**src/rtl/img_diff_packer.sv**
```systemverilog
// img_diff_packer
//   Thresholds each byte of a 32-bit frame-difference word, frames the words
//   into AXI4-Stream (tuser = first word, tlast = last word) and buffers them
//   in a first-word-fall-through FIFO for a sink that can stall. Also reports
//   the number of pixels at or above threshold for each completed frame.
//   The upstream side has no ready: a word arriving when the FIFO is full is
//   dropped and flagged.
//
// Ports
//   clk, rst                 clock (rising edge), async active-high reset
//   frame_start              level; a rising edge starts a new frame
//   thresh_en, thresh        binarize enable and threshold, latched on the rise
//   data_in, data_in_valid   4 pixels per word ([7:0] first), no backpressure
//   m_axis_*                 AXI4-Stream master (tdata/tvalid/tready/tuser/tlast)
//   frame_pix_cnt            hit count of the last completed frame
//   frame_cnt_valid          1-cycle pulse when frame_pix_cnt updates
//   clr_err                  synchronous clear of the sticky flags
//   overflow                 sticky: word dropped because the FIFO was full
//   frame_short              sticky: new frame started before the last finished
//   stray_data               sticky: valid word seen outside a frame
//
// state | meaning
// IDLE  | no frame active; valid words are dropped as stray
// RUN   | counting words of the current frame
// DONE  | one cycle: publish the frame hit count, then back to IDLE
module img_diff_packer #(
    parameter int FRAME_WORDS = 262144,
    parameter int FIFO_DEPTH  = 16,
    parameter int CNT_W       = 21
) (
    input  logic             clk,
    input  logic             rst,
    input  logic             frame_start,
    input  logic             thresh_en,
    input  logic [7:0]       thresh,
    input  logic [31:0]      data_in,
    input  logic             data_in_valid,
    output logic [31:0]      m_axis_tdata,
    output logic             m_axis_tvalid,
    input  logic             m_axis_tready,
    output logic             m_axis_tuser,
    output logic             m_axis_tlast,
    output logic [CNT_W-1:0] frame_pix_cnt,
    output logic             frame_cnt_valid,
    input  logic             clr_err,
    output logic             overflow,
    output logic             frame_short,
    output logic             stray_data
);

    localparam int WC_W = (FRAME_WORDS > 1) ? $clog2(FRAME_WORDS) : 1;
    localparam int AW   = $clog2(FIFO_DEPTH);

    typedef enum logic [1:0] {IDLE, RUN, DONE} state_t;

    state_t            state;
    logic              frame_start_d;
    logic [7:0]        thresh_q;
    logic              thresh_en_q;
    logic [WC_W-1:0]   word_cnt;
    logic [CNT_W-1:0]  pix_acc;

    logic              stage_valid;
    logic [31:0]       stage_data;
    logic              stage_user;
    logic              stage_last;

    logic [33:0]       mem [FIFO_DEPTH];
    logic [AW:0]       wr_ptr;
    logic [AW:0]       rd_ptr;
    logic              fifo_full;
    logic              fifo_empty;
    logic              push;
    logic              pop;
    logic [33:0]       rd_word;

    logic              rise;
    logic              accept;
    logic [7:0]        eff_thresh;
    logic              eff_en;
    logic [WC_W-1:0]   wc_cur;
    logic [CNT_W-1:0]  acc_cur;
    logic              word_first;
    logic              word_last;
    logic [2:0]        hits;
    logic [31:0]       thr_data;
    logic              short_set;
    logic              stray_set;
    logic              ovf_set;

    // A word arriving on the rise cycle belongs to the new frame, so it must
    // see the new threshold and restarted counters rather than the latched ones.
    assign rise       = frame_start & ~frame_start_d;
    assign accept     = data_in_valid & (rise | (state == RUN));
    assign eff_thresh = rise ? thresh    : thresh_q;
    assign eff_en     = rise ? thresh_en : thresh_en_q;
    assign wc_cur     = rise ? '0 : word_cnt;
    assign acc_cur    = rise ? '0 : pix_acc;
    assign word_first = (wc_cur == '0);
    assign word_last  = (wc_cur == WC_W'(FRAME_WORDS - 1));

    assign short_set  = rise & (state == RUN);
    assign stray_set  = data_in_valid & ~rise & (state != RUN);
    assign ovf_set    = stage_valid & fifo_full;

    always_comb begin
        hits     = '0;
        thr_data = '0;
        for (int i = 0; i < 4; i++) begin
            if (data_in[8*i +: 8] >= eff_thresh) begin
                hits = hits + 3'd1;
                thr_data[8*i +: 8] = eff_en ? 8'hFF : data_in[8*i +: 8];
            end else begin
                thr_data[8*i +: 8] = eff_en ? 8'h00 : data_in[8*i +: 8];
            end
        end
    end

    always_ff @(posedge clk or posedge rst) begin
        if (rst) begin
            state           <= IDLE;
            frame_start_d   <= 1'b0;
            thresh_q        <= '0;
            thresh_en_q     <= 1'b0;
            word_cnt        <= '0;
            pix_acc         <= '0;
            frame_pix_cnt   <= '0;
            frame_cnt_valid <= 1'b0;
            stage_valid     <= 1'b0;
            stage_data      <= '0;
            stage_user      <= 1'b0;
            stage_last      <= 1'b0;
            overflow        <= 1'b0;
            frame_short     <= 1'b0;
            stray_data      <= 1'b0;
        end else begin
            frame_start_d   <= frame_start;
            frame_cnt_valid <= 1'b0;
            stage_valid     <= accept;
            if (accept) begin
                stage_data <= thr_data;
                stage_user <= word_first;
                stage_last <= word_last;
            end
            if (rise) begin
                thresh_q    <= thresh;
                thresh_en_q <= thresh_en;
            end
            // Publish uses the finished frame's total even if a new frame
            // restarts pix_acc on this same edge.
            if (state == DONE) begin
                frame_pix_cnt   <= pix_acc;
                frame_cnt_valid <= 1'b1;
            end
            if (rise || state == RUN) begin
                if (accept) begin
                    word_cnt <= wc_cur + WC_W'(1);
                    pix_acc  <= acc_cur + CNT_W'(hits);
                    state    <= word_last ? DONE : RUN;
                end else begin
                    word_cnt <= wc_cur;
                    pix_acc  <= acc_cur;
                    state    <= RUN;
                end
            end else begin
                state <= IDLE;
            end
            overflow    <= ~clr_err & (overflow    | ovf_set);
            frame_short <= ~clr_err & (frame_short | short_set);
            stray_data  <= ~clr_err & (stray_data  | stray_set);
        end
    end

    assign fifo_empty = (wr_ptr == rd_ptr);
    assign fifo_full  = (wr_ptr[AW] != rd_ptr[AW]) &&
                        (wr_ptr[AW-1:0] == rd_ptr[AW-1:0]);
    // A pop in the same cycle does not make room for a write to a full FIFO.
    assign push       = stage_valid & ~fifo_full;
    assign pop        = ~fifo_empty & m_axis_tready;

    always_ff @(posedge clk) begin
        if (push) begin
            mem[wr_ptr[AW-1:0]] <= {stage_user, stage_last, stage_data};
        end
    end

    always_ff @(posedge clk or posedge rst) begin
        if (rst) begin
            wr_ptr <= '0;
            rd_ptr <= '0;
        end else begin
            if (push) wr_ptr <= wr_ptr + 1'b1;
            if (pop)  rd_ptr <= rd_ptr + 1'b1;
        end
    end

    // Storage is not reset, so the outputs are forced to 0 while empty.
    assign rd_word       = mem[rd_ptr[AW-1:0]];
    assign m_axis_tvalid = ~fifo_empty;
    assign m_axis_tdata  = fifo_empty ? '0   : rd_word[31:0];
    assign m_axis_tlast  = fifo_empty ? 1'b0 : rd_word[32];
    assign m_axis_tuser  = fifo_empty ? 1'b0 : rd_word[33];

endmodule
```
**config.mk**
```make
export PLATFORM = sky130hd
export DESIGN_NAME = img_diff_packer
export DESIGN_NICKNAME = d
export VERILOG_FILES = /design/src/rtl/img_diff_packer.sv
export SDC_FILE = /design/constraint.sdc
export NUM_CORES = 1
export LEC_CHECK = 0
export BUFFER_PORTS_ARGS = -buffer_cell sky130_fd_sc_hd__buf_2
export CAP_MARGIN = 20
export CORE_UTILIZATION = 40
export DETAILED_ROUTE_END_ITERATION = 6
export HOLD_SLACK_MARGIN = 0.05
export SYNTH_ARGS = -nofsm -noshare
export SYNTH_HDL_FRONTEND = slang
export SYNTH_SLANG_ARGS = --single-unit
```
**constraint.sdc**
```tcl
create_clock -name clk -period 5.2 [get_ports clk]
set_input_delay 1.04 -clock clk [delete_from_list [all_inputs] [get_ports clk]]
set_output_delay 1.04 -clock clk [all_outputs]
set_load 0.03 [all_outputs]
```
==> summary.md <==
| Metric | Value |
|---|---|
| Nets | 1692 |
| Status | finished, final reports clean |
| Post-layout min period | 4.75 ns |
| GRT Overall Usage | 0.194 |
| Post-placement cell count | 2390 |
| Relative slew slack | 0.313 |
| Die footprint | 68400 µm² |
| Slew Viols, Final | 0 |
| Peak supply drop | 0.469 mV |
| Largest family of logic cells by synthesized area | multiplexers |
| Reg2reg path depth | 22 |
| Num ports | 107 |
| Cell variety after synth | 57 |
| Max_cap viols | 0 |
| Mapped Nets | 1526 |
| Via-to-Cell Ratio | 5.56 |
| Post-synthesis sequential area ratio | 0.719 |
| Core area | 66200 µm² |
| Worst Path Arrival | 5.21 ns |
| CP most frequent cell | ha_1 |
| Cts bufs inserted | 71 |
| Min-delay src | wr_ptr[4]$_DFFE_PP0P_ |
| Synth Area in Simple Gates | 0.0503 |
| Hold Path End | wr_ptr[4]$_DFFE_PP0P_ |
| Hold Path Class | register to register |
| RSZ-0062 raised after global routing | no |
| Synth Area in Compound Gates | 0.0260 |
| R2R Setup Slk | 0.61 ns |
| Vias | 14000 |
| Final number of hold-violating endpoints | 0 |
| P&R area growth vs syn | 15.5% |
| F_max | 0.211 GHz |
| Die Wd | 262 µm |
| Final setup vio count | 0 |
| Most used DFF post-synth | edfxtp_1 |
| GP Congestion | 0.772 |
| Post-Synth XOR/XNOR Area | 0.0133 |
| #FFs+latches synth | 665 |
| DP HPWL | 35.8 mm |
| Clock Pin Slew Worst Setup and Hold Paths | 0.06 ns |
| WP buf/inv | 3 |
| CTS tree | done |
| Residual DRC count | 0 |
| Met1 Wirelength | 28.6 mm |
| CP cell instances | buf_2, nor2b_4, nand2_1, nand2_1, inv_1, ha_1, nand4_1, nor2_1, o31ai_1, o21ai_1, inv_1, ha_1, and4_1, nor4_2, ha_1, mux2_2, fa_1, a21oi_1, nor3b_1, and2_1, nand4_1, xor2_1, nor2_1 |
| Reg-to-reg startpoint | frame_start_d$_DFF_PP0_ |
| Initial antenna violation count | 7 |
| Clock Latency Late Sink | 0.61 ns |
| Crit path capture type | register |
| DR WL/cell | 25.5 µm |
| Met2 Routed Length | 29.6 mm |
| Leak Pwr | 11.0 nW |
| Num rows | 94 |
| Largest net degree at the start of global routing | 78 |
| Multiplexer share of the synthesized area | 0.155 |
| Post_cts resized | 0 |
| Post-Layout Cell Count | 2524 |
| Vias in the first global route | 14600 |
| Adder-cell share of the synthesized area | 0.0207 |
| Final critical-path share of the clock period | 0.913 |
| Final worst setup slack | 0.451 ns |
| Worst Tran Pin Value | 1.03 ns |
| Hold path cells | 1 |
| Drt first pass iters | 5 |
| CTS root buf | clkbuf_16 |
| Max clock buf depth | 3 |
| Final WL | 64.4 mm |
| Initial DRC Count | 1369 |
| IO buf count | 106 |
| # clock sinks | 665 |
| Layout cells sized above 1 | 0.299 |
| Initial Util | 0.407 |
| Worst Setup Path Type | input port to register |
| Max Used Layer | met5 |
| Remaining global-route overflow | 0 |
| Slowest stage delay, CP | 0.45 ns |
| Pwr dens | 546 nW/µm² |
| Met3 wire len | 5.04 mm |
| Asr flop ratio synth | 0.182 |
| Area of the mapped netlist | 26900 µm² |
| # fillers | 5542 |
| Hold buffer count at cts | 0 |
| CP startpoint kind | input port |
| Worst endpoint required time | 5.66 ns |
| EDFF count, synth | 544 |
| CP max FO | 9 |
| Number of setup buffers added after CTS | 0 |
| Clock Skew | 0.0271 ns |
| Mean post-synth cell area | 18.8 µm² |
| Mapped Cells | 1436 |
| Top delay family on crit path | simple AND/OR/NAND/NOR gates |
| DP Worst Slack | -0.178 ns |
| Crit-path slowest cell | fa_1 |
| Routed Antenna Nets | 0 |
| Die H | 262 µm |
| Reg2Reg Capture Point | pix_acc[10]$_DFFE_PP0N_ |
| Synth warn | 0 |
| CTS H-Tree Depth | 3 |
| Global-route wire length before repair | 94.9 mm |
==> logic make-up (layout without fill, tap and decap cells) <==
kind of cell	after synthesis	count (layout)
DFF	665	665
xor gates and xnor gates	41	41
and+or+nand+nor	273	273
AOI/OAI and AO/OA	121	121
buffers and inverters	92	314
other	0	2
adders and majority gates	44	44
muxes	200	200
==> cells in the mapped netlist, types with 2 or more instances <==
master    number  area, µm²
buf_2         10       50.1
a211o_1        3       26.3
a21oi_1       17       85.1
and2_1         7       43.8
xnor2_1       21        184
nor2_1        62        233
dfrtp_1      121       3030
nand3_1       19       95.1
a21o_1        10       75.1
xor2_1        20        175
nand4_1        8       50.1
ha_1          42        526
a31oi_1        2       12.5
or3_1          4       25.0
mux4_2       170       3830
nand2_1       87        327
nand2b_1      11       68.8
buf_4         11       82.6
o21ai_0       71        355
a22o_1         2       17.5
mux2i_1        6       60.1
and4_1         5       43.8
o31ai_1        2       15.0
clkbuf_1      30        113
a211oi_1       2       15.0
edfxtp_1     544      16300
and3_1         5       31.3
nor4_1         7       43.8
buf_6          5       56.3
o211ai_1       3       22.5
or4_1          2       15.0
mux2_2        23        259
buf_1         11       41.3
nor3b_1        3       22.5
nor2b_1       37        231
nor3_1         7       35.0
inv_1         25       93.8
a41o_1         2       20.0
==> metrics by stage <==
stage | hold slack [ns] | TNS, ns | instance area [µm²] | utilization | total power [mW]
floorplan | 0.441 | 0 | 27000 | - | 10.7
global placement | 0.465 | -0.149 | 28800 | 0.435 | 12.3
detailed placement | 0.469 | -1.83 | 28800 | 0.435 | 12.3
CTS | 0.490 | 0 | 31000 | 0.469 | 17.2
global route | 0.503 | 0 | 31100 | 0.470 | 17.7
finish | 0.490 | 0 | 31100 | 0.470 | 17.0
==> worst max path at each step <==
stage	startpoint	endpoint	slack [ns]	depth (start not counted)
finish	frame_start	pix_acc[10]$_DFFE_PP0N_	0.45	23
global route	frame_start	pix_acc[14]$_DFFE_PP0N_	0.04	24
CTS	frame_start	pix_acc[14]$_DFFE_PP0N_	0.46	23
detailed placement	frame_start	pix_acc[6]$_DFFE_PP0N_	-0.18	22
global placement	frame_start	pix_acc[20]$_DFFE_PP0N_	-0.04	22
floorplan	frame_start	pix_acc[7]$_DFFE_PP0N_	0.02	23
==> metal layers <==
metal,global-route usage,up-vias
li1,-,6024
met1,0.277,7455
met2,0.296,460
met3,0.0488,84
met4,0.0514,10
met5,0,-
==> placed cells by master (no fill, tap or decap), types with 12 or more instances in the layout <==
cell / Yosys / routed
mux4_2: 170 / 170
nand3_1: 19 / 19
nand2_1: 87 / 87
xnor2_1: 21 / 21
edfxtp_1: 544 / 544
buf_4: 11 / 47
inv_1: 25 / 23
o21ai_0: 71 / 69
clkinv_2: 0 / 12
mux2_2: 23 / 23
nor2b_1: 37 / 35
dfrtp_1: 121 / 117
buf_2: 10 / 106
nor2_1: 62 / 51
clkbuf_8: 0 / 13
clkbuf_16: 0 / 73
xor2_1: 20 / 20
clkbuf_1: 30 / 21
ha_1: 42 / 42
a21oi_1: 17 / 16
==> flip-flops by register name, summed over array words and instances (netlist names) <==
register and flops:
word_cnt 18, stage_data 32, pix_acc 21, wr_ptr 5, stage_last 1, state 2, frame_pix_cnt 21, stage_valid 1
thresh_en_q 1, thresh_q 8, stray_data 1, stage_user 1, mem 544, rd_ptr 5, frame_cnt_valid 1, frame_short 1
frame_start_d 1, overflow 1
==> area by class of cell <==
class                   count  area (µm²)  share of cell area
repair buffers            160        1030              0.0332
inverters                  25        98.8             0.00318
diodes                      2        5.00            0.000161
well taps                 864        1080              0.0347
clock buffers             107        2080              0.0670
flip-flops and latches    665       19400               0.623
clock inverters            22         154             0.00494
multi-input cells         679        7290               0.234
==> report_power, final <==
group          internal (mW)  total, mW  switching [mW]  leakage [nW]
clock                   2.83       4.85            2.02          1.11
combinational           2.21       5.05            2.84          3.35
sequential              6.60       7.08           0.484          6.51
Note: power is estimated with default switching activity, not from simulation.
